[config.mk]
export PLATFORM = sky130hd
export DESIGN_NAME = interrupt_controller
export DESIGN_NICKNAME = d
export VERILOG_FILES = /design/src/rtl/interrupt_controller.sv
export SDC_FILE = /design/constraint.sdc
export NUM_CORES = 1
export LEC_CHECK = 0
export CORE_ASPECT_RATIO = 1.1
export CORE_MARGIN = 1
export CORE_UTILIZATION = 42
export DETAILED_ROUTE_END_ITERATION = 10
export PLACE_DENSITY = 0.83
export REMOVE_ABC_BUFFERS = 1
export SETUP_SLACK_MARGIN = 0.15
export SLEW_MARGIN = 10
export SYNTH_ARGS = -nofsm -noshare
export SYNTH_HDL_FRONTEND = slang
export SYNTH_SLANG_ARGS = --single-unit
[constraint.sdc]
create_clock -name clock -period 1.6 [get_ports clock]
set_clock_uncertainty 0.15 [all_clocks]
set_input_delay 0.32 -clock clock [delete_from_list [all_inputs] [get_ports clock]]
set_output_delay 0.32 -clock clock [all_outputs]
set_load 0.01 [all_outputs]
[src/rtl/interrupt_controller.sv]
// N-channel vectored interrupt controller: pending latch, mask,
// fixed-priority arbitration and an ack/return handshake to the CPU.
module interrupt_controller #(
  parameter int                    NUM_CHANNELS  = 4,
  parameter int                    ADDR_WIDTH    = 20,
  parameter logic [ADDR_WIDTH-1:0] VECTOR_BASE   = 'h00100,
  parameter int                    VECTOR_STRIDE = 16,
  parameter bit                    EDGE_MODE     = 1'b1,
  parameter logic [NUM_CHANNELS-1:0] MASK_RESET  = '0,
  parameter int                    ID_WIDTH      = $clog2(NUM_CHANNELS)
) (
  input  logic                    clock,
  input  logic                    reset,
  input  logic [NUM_CHANNELS-1:0] irq_request,
  input  logic                    mask_write,
  input  logic [NUM_CHANNELS-1:0] mask_in,
  input  logic                    interrupt_ack,
  input  logic                    interrupt_return,
  output logic                    interrupt_enable,
  output logic                    interrupt_disable,
  output logic [ADDR_WIDTH-1:0]   interrupt_address,
  output logic [ID_WIDTH-1:0]     interrupt_id,
  output logic [NUM_CHANNELS-1:0] pending_out,
  output logic [NUM_CHANNELS-1:0] mask_out
);

  typedef enum logic [1:0] {
    IDLE,
    REQUEST,
    SERVICE
  } state_t;

  state_t                  state;
  logic [NUM_CHANNELS-1:0] pending;
  logic [NUM_CHANNELS-1:0] prev_request;
  logic [NUM_CHANNELS-1:0] mask;
  logic [NUM_CHANNELS-1:0] set_vec;
  logic [NUM_CHANNELS-1:0] clr_vec;
  logic [NUM_CHANNELS-1:0] eligible;
  logic                    any_eligible;
  logic [ID_WIDTH-1:0]     win_id;
  logic [ADDR_WIDTH-1:0]   win_addr;

  always_comb begin
    if (EDGE_MODE) set_vec = irq_request & ~prev_request;
    else           set_vec = irq_request;
  end

  // Only an ack that is actually accepted retires the granted channel.
  always_comb begin
    clr_vec = '0;
    if (state == REQUEST && interrupt_ack)
      clr_vec[interrupt_id] = 1'b1;
  end

  assign eligible     = pending & ~mask;
  assign any_eligible = |eligible;

  // Scan downwards so the lowest set index is the one that sticks.
  always_comb begin
    win_id = '0;
    for (int i = NUM_CHANNELS - 1; i >= 0; i--)
      if (eligible[i]) win_id = ID_WIDTH'(i);
  end

  assign win_addr = VECTOR_BASE
                  + ADDR_WIDTH'(win_id) * ADDR_WIDTH'(VECTOR_STRIDE);

  always_ff @(posedge clock) begin
    if (!reset) begin
      state             <= IDLE;
      pending           <= '0;
      prev_request      <= '0;
      mask              <= MASK_RESET;
      interrupt_enable  <= 1'b0;
      interrupt_disable <= 1'b0;
      interrupt_address <= '0;
      interrupt_id      <= '0;
    end else begin
      prev_request <= irq_request;
      pending      <= set_vec | (pending & ~clr_vec);
      if (mask_write) mask <= mask_in;
      unique case (state)
        IDLE: begin
          if (any_eligible) begin
            interrupt_id      <= win_id;
            interrupt_address <= win_addr;
            interrupt_enable  <= 1'b1;
            state             <= REQUEST;
          end
        end
        REQUEST: begin
          if (interrupt_ack) begin
            interrupt_enable  <= 1'b0;
            interrupt_disable <= 1'b1;
            state             <= SERVICE;
          end
        end
        SERVICE: begin
          if (interrupt_return) begin
            interrupt_disable <= 1'b0;
            state             <= IDLE;
          end
        end
        default: state <= IDLE;
      endcase
    end
  end

  assign pending_out = pending;
  assign mask_out    = mask;

endmodule

==> results.json <==
{
  "critical-path-slowest-cell": "dfxtp_4",
  "ys_seq_area_share_pct": 41.0,
  "htreeDepth": 1,
  "ir_drop_v": 0.000637,
  "grt_max_degree": 20,
  "cts_hold_buf": 0,
  "drtPass1Iterations": 4,
  "place_area_sq_mm": 0.00116,
  "grt_pass1_wl_um": 2770,
  "syn_area_sq_um": 928,
  "final_common_cell": "conb_1",
  "critical_path.top_delay_family": "flip-flops",
  "cts_tree": "yes",
  "finalSetupViolations": 0,
  "port_buffers": 27,
  "ant_nets": 0,
  "hpwl_um": 1270,
  "antenna_found_initial": 0,
  "clk_latency_ns": 0.30,
  "arrival_ns": 0.96,
  "rsz0062_at_grt": "yes",
  "multi_input_area_sq_um": 440,
  "fp-row-count": 17,
  "area.growth.synth_to_final_pct": 28.2,
  "nets": 140,
  "postCtsSetupRepairBufs": 0,
  "critPathCaptureType": "output port",
  "fill_cells": 189,
  "outcome": "finished, final reports clean",
  "die_w_um": 46.8,
  "final_cell_mix": "17 x conb_1, 12 x nor2b_1, 12 x clkdlybuf4s50_1",
  "worstPathRequired_ns": 1.13,
  "hold_viol_final": 0,
  "vias_per_cell": 4.77,
  "place_congestion": 0.753,
  "grt_use_total_pct": 16.0,
  "syn_avg_cell_area_sq_um": 9.38,
  "start_util_pct": 45.5,
  "crit_type": "flip-flop to output port",
  "die_h_um": 51.3,
  "holdPathStages": 2,
  "synth_cells": 99,
  "die-area_sq_mm": 0.00240,
  "worstPathMaxFanout": 8,
  "drc_errors": 0,
  "cts_root_buf": "clkbuf_4",
  "timing.final.crit_share_pct": 89.2,
  "final_max_slew_viol_count": 0,
  "cellPowerDensity_mw_per_mm2": 890,
  "wirelength_um": 1660,
  "leakagePower_nw": 0.541,
  "clockBufferDepth": 2,
  "cts_num_sinks": 19,
  "final.setup.tns_ns": 0,
  "yosysWarningCount": 0,
  "critPathLaunchType": "flip-flop",
  "hold_path_class": "flip-flop to flip-flop",
  "synth-seq-cells": 19,
  "worstPathCellList": "dlygate4sd2_1",
  "grt_pass1_vias": 646,
  "gr-total-overflow": 0,
  "design_area_sq_mm": 0.00119,
  "crit_path_max_incr_delay_ns": 0.39,
  "max_cap_violations": 0,
  "via_count": 734,
  "cts_buffers": 3,
  "ctsResizeCount": 21,
  "crit_buf_inv": 1,
  "cp.depth": 1,
  "first_iter_violations": 7,
  "layout_min_cycle_time_ns": 1.43,
  "fmax_ghz": 0.700,
  "drive_above_1_share_pct": 13.5,
  "clk_pin_slew_ns": 0.10,
  "wl_per_cell_um": 10.8,
  "finalPower_mw": 1.06,
  "netlist-cell-type-count": 25,
  "diodes": 0,
  "ff_latch_area_sq_um": 395,
  "pin_count": 45,
  "r2r_cells": 3,
  "coreArea_sq_mm": 0.00204
}
==> synth_stat cells (all sizes together) <==
library cell	count	area share [%]
nor2	4	2.2
o211a	1	1.1
dfxtp	19	41
a2bb2oi	1	0.94
buf	21	16
a21oi	3	1.6
a31oi	4	2.7
nor4	1	0.67
nand2	2	0.81
or2	1	0.67
and2	4	2.7
o2111a	1	1.2
nand3b	1	0.81
o21ai	6	3.2
o21a	3	2.4
nor3b	1	0.81
inv	4	1.6
o41ai	1	1.8
conb	1	0.40
nor2b	14	11
a21boi	2	1.6
mux2i	4	4.3
==> through the flow <==
stage / hold WS, ns / std cells / setup WS [ns] / utilization [%]
final: 0.303 / 154 / 0.172 / 58.3
after global routing: 0.341 / 154 / 0.139 / 58.3
after CTS: 0.309 / 154 / 0.158 / 57.7
after detailed placement: 0.292 / 150 / 0.0924 / 56.9
after global placement: 0.288 / 150 / 0.132 / 56.9
after floorplan: 0.288 / 94 / 0.399 / -
==> final timing paths <==
kind | end | slack, ns | from
min reg2reg | interrupt_address[8]$_SDFFE_PN0P_ | 0.30 | interrupt_address[8]$_SDFFE_PN0P_
max | interrupt_id[0] | 0.17 | interrupt_id[0]$_SDFFE_PN0P_
max reg2reg | interrupt_enable$_SDFFE_PN0P_ | 0.33 | pending_out[2]$_SDFF_PN0_
min | interrupt_address[8]$_SDFFE_PN0P_ | 0.30 | interrupt_address[8]$_SDFFE_PN0P_
==> cells by family after synthesis <==
kind of cell	after synthesis	synth area share (%)
other cells	1	0.404
flops	19	41.0
compound gates	22	16.6
buf+inv	25	18.1
simple gates	28	19.7
mux	4	4.31
==> layout make-up <==
type                    instances  area share [%]
repair buffers                 28            23.3
multi-input cells              71            37.0
inverters                       4            1.26
clock buffers                   4            2.21
flip-flops and latches         19            33.2
well taps                      28            2.94
==> report_power, final <==
group          internal [mW]  total, mW  switching, mW
clock network         0.0972      0.243          0.146
logic                  0.134      0.257          0.123
registers              0.521      0.558         0.0377
total                  0.752       1.06          0.307
==> metal layers <==
metal | vias up | GRT usage (%) | wire length [um]
met1 | 341 | 19.9 | 704
met5 | - | 0 | 0
met3 | 5 | 2.12 | 104
li1 | 353 | - | -
met2 | 35 | 25.9 | 812
met4 | 0 | 8.57 | 36
==> state kept, by name, summed over array words and instances (netlist names) <==
register / cells
interrupt_id: 1
interrupt_address: 2
prev_request: 4
state: 2
interrupt_disable: 1
mask_out: 4
interrupt_enable: 1
pending_out: 4
(Power assumes the default switching activity.)
